File: src/rtl/alu_pkg.sv
// Shared ALU definitions: ALUControl encodings (also used by the ALU decoder),
// execute-unit FSM states and a small op-class helper.
package alu_pkg;

  localparam logic [3:0] ALU_ADD    = 4'b0000;
  localparam logic [3:0] ALU_SLL    = 4'b0001;
  localparam logic [3:0] ALU_SLT    = 4'b0010;
  localparam logic [3:0] ALU_SLTU   = 4'b0011;
  localparam logic [3:0] ALU_XOR    = 4'b0100;
  localparam logic [3:0] ALU_SRL    = 4'b0101;
  localparam logic [3:0] ALU_SRA    = 4'b0110;
  localparam logic [3:0] ALU_OR     = 4'b0111;
  localparam logic [3:0] ALU_AND    = 4'b1000;
  localparam logic [3:0] ALU_PASS_B = 4'b1001;
  localparam logic [3:0] ALU_SUB    = 4'b1011;

  typedef enum logic [1:0] {
    ST_IDLE  = 2'd0,
    ST_SHIFT = 2'd1,
    ST_DONE  = 2'd2
  } alu_state_e;

  function automatic logic is_shift_op(input logic [3:0] code);
    return (code == ALU_SLL) || (code == ALU_SRL) || (code == ALU_SRA);
  endfunction

endpackage

File: src/rtl/alu_exec_unit_if.sv
// Operand/result handshake bundle between the issue stage and the execute ALU.
interface alu_exec_unit_if #(
  parameter int XLEN = 32
);
  // A transfer happens on a rising edge where valid and ready are both high;
  // the sender holds its payload stable while valid is high and ready is low.
  logic            in_valid;
  logic            in_ready;
  logic [3:0]      alu_control;
  logic [XLEN-1:0] src_a;
  logic [XLEN-1:0] src_b;
  logic            out_valid;
  logic            out_ready;
  logic [XLEN-1:0] result;
  logic            zero;

  modport master (
    output in_valid, alu_control, src_a, src_b, out_ready,
    input  in_ready, out_valid, result, zero
  );

  modport slave (
    input  in_valid, alu_control, src_a, src_b, out_ready,
    output in_ready, out_valid, result, zero
  );
endinterface

File: src/rtl/alu_comb_ops.sv
// Single-cycle ALU operations; shift codes and undefined codes yield 0 here.
module alu_comb_ops
  import alu_pkg::*;
#(
  parameter int XLEN = 32
) (
  input  logic [3:0]      alu_control,
  input  logic [XLEN-1:0] src_a,
  input  logic [XLEN-1:0] src_b,
  output logic [XLEN-1:0] comb_result
);

  logic lt_signed;
  logic lt_unsigned;

  assign lt_signed   = $signed(src_a) < $signed(src_b);
  assign lt_unsigned = src_a < src_b;

  always_comb begin
    comb_result = '0;
    case (alu_control)
      ALU_ADD:    comb_result = src_a + src_b;
      ALU_SUB:    comb_result = src_a - src_b;
      ALU_SLT:    comb_result = {{(XLEN-1){1'b0}}, lt_signed};
      ALU_SLTU:   comb_result = {{(XLEN-1){1'b0}}, lt_unsigned};
      ALU_XOR:    comb_result = src_a ^ src_b;
      ALU_OR:     comb_result = src_a | src_b;
      ALU_AND:    comb_result = src_a & src_b;
      ALU_PASS_B: comb_result = src_b;
      default:    comb_result = '0;
    endcase
  end

endmodule

File: src/rtl/alu_exec_unit.sv
// Execute-stage ALU: single-cycle ops via alu_comb_ops, shifts one bit per
// cycle in the result register, valid/ready on both sides.
module alu_exec_unit
  import alu_pkg::*;
#(
  parameter int XLEN = 32,
  parameter int SHW  = $clog2(XLEN)
) (
  input  logic                 clk,
  input  logic                 rst_n,
  alu_exec_unit_if.slave       bus,
  output alu_state_e           dbg_state
);

  alu_state_e      state;
  logic [XLEN-1:0] result_q;
  logic            out_valid_q;
  logic [SHW-1:0]  shift_cnt;
  logic [3:0]      shift_kind;

  logic [XLEN-1:0] comb_result;
  logic [XLEN-1:0] shift_next;
  logic [SHW-1:0]  shamt;
  logic            accept;
  logic            in_ready;

  alu_comb_ops #(.XLEN(XLEN)) u_comb_ops (
    .alu_control (bus.alu_control),
    .src_a       (bus.src_a),
    .src_b       (bus.src_b),
    .comb_result (comb_result)
  );

  // DONE can hand off to a new op in the same edge the result is consumed.
  assign in_ready = (state == ST_IDLE) || ((state == ST_DONE) && bus.out_ready);
  assign accept   = bus.in_valid && in_ready;
  assign shamt    = bus.src_b[SHW-1:0];

  always_comb begin
    shift_next = result_q;
    case (shift_kind)
      ALU_SLL: shift_next = {result_q[XLEN-2:0], 1'b0};
      ALU_SRL: shift_next = {1'b0, result_q[XLEN-1:1]};
      ALU_SRA: shift_next = {result_q[XLEN-1], result_q[XLEN-1:1]};
      default: shift_next = result_q;
    endcase
  end

  always_ff @(posedge clk) begin
    if (!rst_n) begin
      state       <= ST_IDLE;
      result_q    <= '0;
      out_valid_q <= 1'b0;
      shift_cnt   <= '0;
      shift_kind  <= ALU_SLL;
    end else if (accept) begin
      if (is_shift_op(bus.alu_control) && (shamt != '0)) begin
        state       <= ST_SHIFT;
        result_q    <= bus.src_a;
        shift_kind  <= bus.alu_control;
        shift_cnt   <= shamt;
        out_valid_q <= 1'b0;
      end else begin
        // A zero-distance shift is just src_a, so it completes like any single-cycle op.
        state       <= ST_DONE;
        result_q    <= is_shift_op(bus.alu_control) ? bus.src_a : comb_result;
        out_valid_q <= 1'b1;
      end
    end else begin
      case (state)
        ST_SHIFT: begin
          result_q  <= shift_next;
          shift_cnt <= shift_cnt - 1'b1;
          if (shift_cnt == SHW'(1)) begin
            state       <= ST_DONE;
            out_valid_q <= 1'b1;
          end
        end
        ST_DONE: begin
          if (bus.out_ready) begin
            state       <= ST_IDLE;
            out_valid_q <= 1'b0;
          end
        end
        default: ;
      endcase
    end
  end

  assign bus.in_ready  = in_ready;
  assign bus.out_valid = out_valid_q;
  assign bus.result    = result_q;
  assign bus.zero      = (result_q == '0);
  assign dbg_state     = state;

endmodule

File: src/flat_wrapper.sv
// flat-port wrapper written by rule: the top's interface ports become plain ports
module alu_exec_unit_flat import alu_pkg::*;
#(
  parameter int XLEN = 32,
  parameter int SHW  = $clog2(XLEN)
)
  (clk, rst_n, dbg_state, bus_in_valid, bus_alu_control, bus_src_a, bus_src_b, bus_out_ready, bus_in_ready, bus_out_valid, bus_result, bus_zero);
  alu_exec_unit_if #(.XLEN(XLEN)) bus_i ();
  input  logic clk;
  input  logic rst_n;
  output alu_state_e dbg_state;
  input wire logic [$bits(bus_i.in_valid)-1:0] bus_in_valid;
  input wire logic [$bits(bus_i.alu_control)-1:0] bus_alu_control;
  input wire logic [$bits(bus_i.src_a)-1:0] bus_src_a;
  input wire logic [$bits(bus_i.src_b)-1:0] bus_src_b;
  input wire logic [$bits(bus_i.out_ready)-1:0] bus_out_ready;
  output wire logic [$bits(bus_i.in_ready)-1:0] bus_in_ready;
  output wire logic [$bits(bus_i.out_valid)-1:0] bus_out_valid;
  output wire logic [$bits(bus_i.result)-1:0] bus_result;
  output wire logic [$bits(bus_i.zero)-1:0] bus_zero;
  assign bus_i.in_valid = bus_in_valid;
  assign bus_i.alu_control = bus_alu_control;
  assign bus_i.src_a = bus_src_a;
  assign bus_i.src_b = bus_src_b;
  assign bus_i.out_ready = bus_out_ready;
  assign bus_in_ready = bus_i.in_ready;
  assign bus_out_valid = bus_i.out_valid;
  assign bus_result = bus_i.result;
  assign bus_zero = bus_i.zero;
  alu_exec_unit #(.XLEN(XLEN), .SHW(SHW)) u_core (.clk(clk), .rst_n(rst_n), .bus(bus_i), .dbg_state(dbg_state));
endmodule
File: config.mk
export PLATFORM = sky130hd
export DESIGN_NAME = alu_exec_unit_flat
export DESIGN_NICKNAME = d
export VERILOG_FILES = /design/src/rtl/alu_pkg.sv /design/src/rtl/alu_exec_unit_if.sv /design/src/rtl/alu_comb_ops.sv /design/src/rtl/alu_exec_unit.sv /design/src/flat_wrapper.sv
export SDC_FILE = /design/constraint.sdc
export NUM_CORES = 1
export LEC_CHECK = 0
export ABC_AREA = 1
export CAP_MARGIN = 10
export CORE_UTILIZATION = 60
export CTS_BUF_LIST = sky130_fd_sc_hd__clkbuf_4
export CTS_CLUSTER_DIAMETER = 200
export DETAILED_ROUTE_END_ITERATION = 7
export GPL_TIMING_DRIVEN = 0
export PLACE_DENSITY = 0.85
export SKIP_LAST_GASP = 1
export SLEW_MARGIN = 10
export SYNTH_ARGS = -nofsm -noshare
export SYNTH_HDL_FRONTEND = slang
export SYNTH_SLANG_ARGS = --single-unit
File: constraint.sdc
create_clock -name clk -period 2.26 [get_ports clk]
set_input_delay 0.339 -clock clk [delete_from_list [all_inputs] [get_ports clk]]
set_output_delay 0.339 -clock clk [all_outputs]
set_load 0.005 [all_outputs]
**Word-level counts from Yosys, hierarchy flattened**

Index checks and enable logic that the tools add are counted.

- Order comparisons: 2
- Reduce and logical (&&, ||, !) cells: 19
- Eq/ne operators: 20
- Bitwise logic cells: 3
- Multiplexer cells: 19
- Add/sub/neg operators: 3

Operators by type and width:

| operator | count |
|---|---|
| $pmux 32 s8 | 1 |
| $mux 32 | 4 |
| $pmux 32 s3 | 1 |
| $lt 32x32->1 | 2 |
| $add 32x32->32 | 1 |
| $and 32x32->32 | 1 |
| $logic_not 32->1 | 1 |
| $or 32x32->32 | 1 |
| $sub 32x32->32 | 1 |
| $xor 32x32->32 | 1 |
| $eq 4x3->1 const B | 6 |
| $mux 5 | 3 |
| $eq 4x4->1 const B | 3 |
| $eq 4x1->1 const B | 2 |
| $eq 4x2->1 const B | 2 |
| $mux 2 | 4 |
| $reduce_and 2->1 | 3 |
| $reduce_and 3->1 | 2 |
| $reduce_bool 3->1 | 2 |
| $eq 5x1->1 const B | 1 |
| $reduce_bool 5->1 | 1 |
| $sub 5x1->5 const B | 1 |
| $logic_not 4->1 | 1 |
| $mux 1 | 4 |
| other kinds (13) | 17 |

- Word-level logic and storage cells: 72
- Register bits: 44
- Input bits: 72
- Output and inout bits: 37

**Logic depth before layout (Yosys ltp)**

- Depth after elaboration: 6
- Depth in mapped cells: 19
- Mapped depth without buffers: 18

**Cells and area by module**

Synthesis repeated with hierarchy kept, for this count alone.

- Cells, all modules: 1,941
- Area total of the unflattened synthesis: 9,848.2 um2

By module, submodules not included:

| module | cells each | area each (um2) | sequential area each (um2) | times used |
|---|---|---|---|---|
| alu_comb_ops | 1,297 | 6,383.6 | 0.0 | 1 |
| alu_exec_unit | 644 | 3,464.6 | 860.8 | 1 |

**Worst setup path before layout**

OpenSTA, ideal clock, no wires.

- Kind: input to register
- From: input bus_src_a[0]
- To: register u_core.result_q[0] (netlist: u_core.bus.result[0])
- Buffers on the path: 0
- Library setup time: 0.073 ns
- Stages: 17
- Path slack: 0.287 ns
- Arrival: 1.900 ns
- Data required time: 2.187 ns
- Cells stage by stage: inv_1 ha_1 inv_1 fa_1 nand2_1 nand3_1 nand2_1 nand2_2 nand2_1 nand2_1 nand2_1 nand3_1 nand2_1 inv_1 nand3_1 nand2_1 a21oi_1

- Cells in the longest elaborated chain, start to end: 5
- Elaborated cells on any way between the ends: 11
- Classes of those cells: add/sub: 2; order compare: 2; mux: 4; bitwise: 3

Ends and longest elaborated chain:

| item | line | text |
|---|---|---|
| start: declaration | flat_wrapper.sv:14 | `input wire logic [$bits(bus_i.src_a)-1:0] bus_src_a;` |
| $sub 32x32->32 (tied with other cells) | alu_comb_ops.sv:23 | `ALU_SUB: comb_result = src_a - src_b;` |
| $pmux 32 s8 | alu_comb_ops.sv:21 | `case (alu_control)` |
| $mux 32 | alu_exec_unit.sv:66 | `result_q <= is_shift_op(bus.alu_control) ? bus.src_a : comb_result;` |
| $mux 32 * | alu_exec_unit.sv:57 | `if (is_shift_op(bus.alu_control) && (shamt != '0)) begin` |
| $mux 32 * | alu_exec_unit.sv:56 | `end else if (accept) begin` |
| end signal: assignment | alu_exec_unit.sv:59 | `result_q <= bus.src_a;` |
| end signal: assignment | alu_exec_unit.sv:66 |  |
| end signal: assignment | alu_exec_unit.sv:72 | `result_q <= shift_next;` |
| end: declaration | alu_exec_unit.sv:16 | `logic [XLEN-1:0] result_q;` |

Mark *: on every way between the ends. The rest lies on a longest branch, timed or not.
A chain may end at the register's enable or synchronous reset.

**Final worst setup path**

- From: input bus_alu_control[2]
- To: register u_core.result_q[13] (netlist: u_core.bus.result[13])

- Cells in the longest elaborated chain, start to end: 6
- Elaborated cells on any way between the ends: 18
- Classes of those cells: eq/ne: 10; mux: 4; reduce/logical: 4

Ends and longest elaborated chain:

| item | line | text |
|---|---|---|
| start: declaration | flat_wrapper.sv:13 | `input wire logic [$bits(bus_i.alu_control)-1:0] bus_alu_control;` |
| parallel branches: the longest is 4 deep, another holds $pmux 32 s8 | n/a |  |
| $mux 32 * | alu_exec_unit.sv:57 |  |
| $mux 32 * | alu_exec_unit.sv:56 |  |

Every way passes the cells marked *.

==> results.json <==
{
  "status": "finished, violations left",
  "violations": "negative setup slack",
  "p_sw_w": 0.002396,
  "final_cell_mix": "477 x nand2_1, 307 x inv_1, 100 x nand3_1",
  "area_growth_pct": 30.46,
  "numCtsBuffers": 5,
  "vdd_ir_drop_max_mv": 0.2920,
  "required_ns": 2.55,
  "async_flop_share_pct": 0,
  "crit_path_end_kind": "flip-flop",
  "cts-root-buf": "clkbuf_4",
  "relSlewSlack_pct": 56.12,
  "switching_share_pct": 52.73,
  "drive_gt1_share_pct": 20.13,
  "finalCritPeriodShare_pct": 103.9,
  "min_path_type": "in2reg",
  "place_ws_ns": -1.028,
  "rsz0062_at_grt": "true",
  "cts.sinks": 43,
  "vias": 12910,
  "start_kind": "input pin",
  "synth_cells": 1729,
  "top_usage_layer": "met2",
  "wl_per_cell_um": 19.93,
  "dp_hpwl_um": 30200,
  "coreArea_sq_um": 15150,
  "synth_edf_count": 0,
  "fin_crit_ns": 2.349,
  "hold_violations": 0,
  "yosys_most_used_dff": "dfxtp_1",
  "critPathKind": "in2reg",
  "mostFrequentLayoutCell": "nand2_1",
  "num-fill-cells": 1213,
  "clkPwrFrac_pct": 9.3,
  "seq_area_frac_synth_pct": 9.289,
  "postRouteAntennaNets": 0,
  "place.gp.congestion": 1.112,
  "avgSynthCellArea_sq_um": 5.360,
  "crit_buf_inv": 2,
  "overflow": 0,
  "worst_ep_arrival_time_ns": 2.64,
  "p_leak_nw": 6.421,
  "power.density_nw_per_um2": 375.9,
  "max_freq_mhz": 425.7,
  "synth_warnings": 0,
  "first_iter_violations": 1749,
  "setup_viol": 9,
  "synth_cell_types": 49,
  "initial_core_util_pct": 61.19,
  "crit_slowest_cell": "clkdlybuf4s50_1",
  "grt_pass1_wl_um": 60200,
  "gr-usage-met2_pct": 73.61,
  "grt_pass1_vias": 11460,
  "place_area_sq_um": 10580,
  "stdcell_count": 2076,
  "met1_usage_pct": 60.54,
  "cellInternalPower_w": 0.002148,
  "portBuffers": 108,
  "slew_violations": 0,
  "grt_max_degree": 16,
  "gr-usage-met3_pct": 12.57,
  "cts_tree": "yes",
  "placed_cells": 2025,
  "first_pass_iters": 7,
  "final.setup.worst_slack_ns": -0.08885,
  "track_usage_pct": 48.69,
  "drt_wl_total_um": 41370,
  "fin_util_pct": 79.83,
  "io_pins": 109,
  "cts.htree.levels": 2,
  "antenna_found_initial": 1,
  "total_power_w": 0.004544,
  "worst_pin_slew_ns": 0.6581,
  "max_stage_delay_ns": 0.62,
  "clock_latency_ns": 0.39,
  "register_area_sq_um": 867.1,
  "fin_skew_ns": 0.01456,
  "synth_nets": 1911,
  "drc": 0,
  "die_x_um": 126.3,
  "maxCapViolations": 0,
  "clkTransAtPathRegs_ns": 0.14,
  "cts_buffer_depth": 2,
  "nets": 2069,
  "syn-cell-area_sq_um": 9268,
  "multi_input_area_sq_um": 7750,
  "drt-vias-per-instance": 6.219,
  "n_antenna_cell": 0,
  "die_area_sq_um": 15950,
  "yosys_register_bits": 43,
  "critPathTopFamily": "buffers and inverters",
  "cp_max_fo": 10,
  "pwr-share-comb_pct": 69.1,
  "final_area_sq_um": 12090,
  "rows": 45,
  "path_cells": "clkdlybuf4s50_1 -> nor2_4 -> nand2_2 -> buf_4 -> o22ai_1 -> nor2_1 -> nand3_1 -> o21ai_1 -> a21oi_1",
  "dieHeight_um": 126.3,
  "pwr-share-seq_pct": 21.6
}
## flip-flops by register name, summed over array words and instances (netlist names)
| name | cells |
|---|---|
| u_core.bus.result | 32 |
| u_core.shift_cnt | 5 |
| u_core.shift_kind | 4 |
| u_core.bus.out_valid | 1 |
| u_core.dbg_state | 1 |
## area by class of cell
cell class              count  share of cell area (%)
clock inverters             3                  0.1966
plain buffers              58                   3.715
inverters                 361                   11.29
well taps                 188                   1.946
repair buffers            154                   11.27
flip-flops and latches     43                   7.172
clock buffers               5                  0.3105
multi-input cells        1264                   64.10
## kinds of logic (layout without fill, tap and decap cells)
logic type / Yosys count / count (layout) / share of synthesized area (%)
AND/OR/NAND/NOR: 842 / 842 / 37.90
XOR/XNOR: 4 / 4 / 0.3781
AO/OA/AOI/OAI: 308 / 308 / 19.33
adder cells (fa/ha/maj): 110 / 110 / 15.01
buffers and inverters: 422 / 581 / 18.09
flip-flops: 43 / 43 / 9.289
## synth_stat cells, types with 2 or more instances
| master | count | area, sq um |
|---|---|---|
| buf_6 | 4 | 45.04 |
| clkbuf_1 | 20 | 75.07 |
| nand2_1 | 529 | 1986 |
| o21bai_1 | 6 | 45.04 |
| buf_4 | 7 | 52.55 |
| a21oi_1 | 98 | 490.5 |
| o22ai_1 | 45 | 281.5 |
| fa_1 | 2 | 40.04 |
| nor3_1 | 16 | 80.08 |
| a221oi_1 | 6 | 52.55 |
| a31oi_1 | 13 | 81.33 |
| clkinv_1 | 2 | 7.510 |
| nor2_4 | 2 | 22.52 |
| dfxtp_1 | 43 | 860.8 |
| nand3_2 | 2 | 20.02 |
| inv_2 | 8 | 30.03 |
| o31ai_1 | 2 | 15.01 |
| o21ai_1 | 7 | 35.03 |
| nor4_1 | 9 | 56.30 |
| buf_2 | 26 | 130.1 |
| o2111ai_1 | 7 | 61.31 |
| inv_1 | 351 | 1318 |
| o211ai_1 | 16 | 120.1 |
| ha_1 | 108 | 1351 |
| nor2_1 | 122 | 457.9 |
| nand3_1 | 119 | 595.6 |
| nand4_1 | 31 | 193.9 |
| o21ai_2 | 3 | 26.28 |
| and2_1 | 2 | 12.51 |
| clkbuf_2 | 3 | 15.01 |
| xor2_1 | 3 | 26.28 |
| nand2_2 | 2 | 12.51 |
| o21ai_0 | 92 | 460.4 |
| a211oi_1 | 4 | 30.03 |
| and3_1 | 2 | 12.51 |
| o221ai_1 | 4 | 35.03 |
## worst reg2reg max path, stage by stage, from the launching register on
cell and delay (ns):
dfxtp_1 0.37, inv_1 0.09, ha_1 0.18, nand2_1 0.06, nand2_1 0.10, nand2_2 0.12, inv_2 0.13, clkbuf_4 0.27
buf_4 0.24, o2111ai_1 0.28, nand2_1 0.14, a21oi_1 0.07
## layer usage
metal | routed length [um] | part of all wire [%]
met4 | 3488 | 8.4
met3 | 5937 | 14
met1 | 14830 | 36
met5 | 0 | 0
met2 | 17110 | 41
## stage by stage
step / hold slack, ns / setup TNS, ns
finish: 0.2730 / -0.3600
global route: 0.2667 / -0.4963
CTS: 0.3970 / -0.08130
detailed placement: 0.4932 / -24.64
global placement: 0.4773 / -23.50
floorplan: 0.4598 / 0
## timing repair
item / CTS / global route
pin swaps: 40 / 46
hold buffers: 0 / 0
setup buffers: 16 / 26
setup endpoints to repair: 31 / 33
gates cloned: 1 / 3
gates resized for setup: 248 / 224
## power by group through the flow
stage | combinational (W) | clock [W] | sequential (W)
2_1_floorplan | 0.00156 | 0 | 0.000951
3_3_place_gp | 0.00245 | 0 | 0.000973
3_5_place_dp | 0.00249 | 0 | 0.000973
4_1_cts | 0.00275 | 0.000425 | 0.000957
5_1_grt | 0.00336 | 0.000456 | 0.000986
6_report | 0.00314 | 0.000424 | 0.000981
## worst paths after layout
check                        from                     to  slack [ns]  depth (start not counted)
max            bus_alu_control[2]  u_core.bus.result[13]       -0.09                          9
min                  bus_src_b[3]    u_core.shift_cnt[3]        0.27                          3
max reg2reg   u_core.dbg_state[0]   u_core.bus.result[4]        0.12                         11
min reg2reg  u_core.bus.result[4]   u_core.bus.result[4]        0.52                          2
Note: power is estimated with default switching activity, not from simulation.
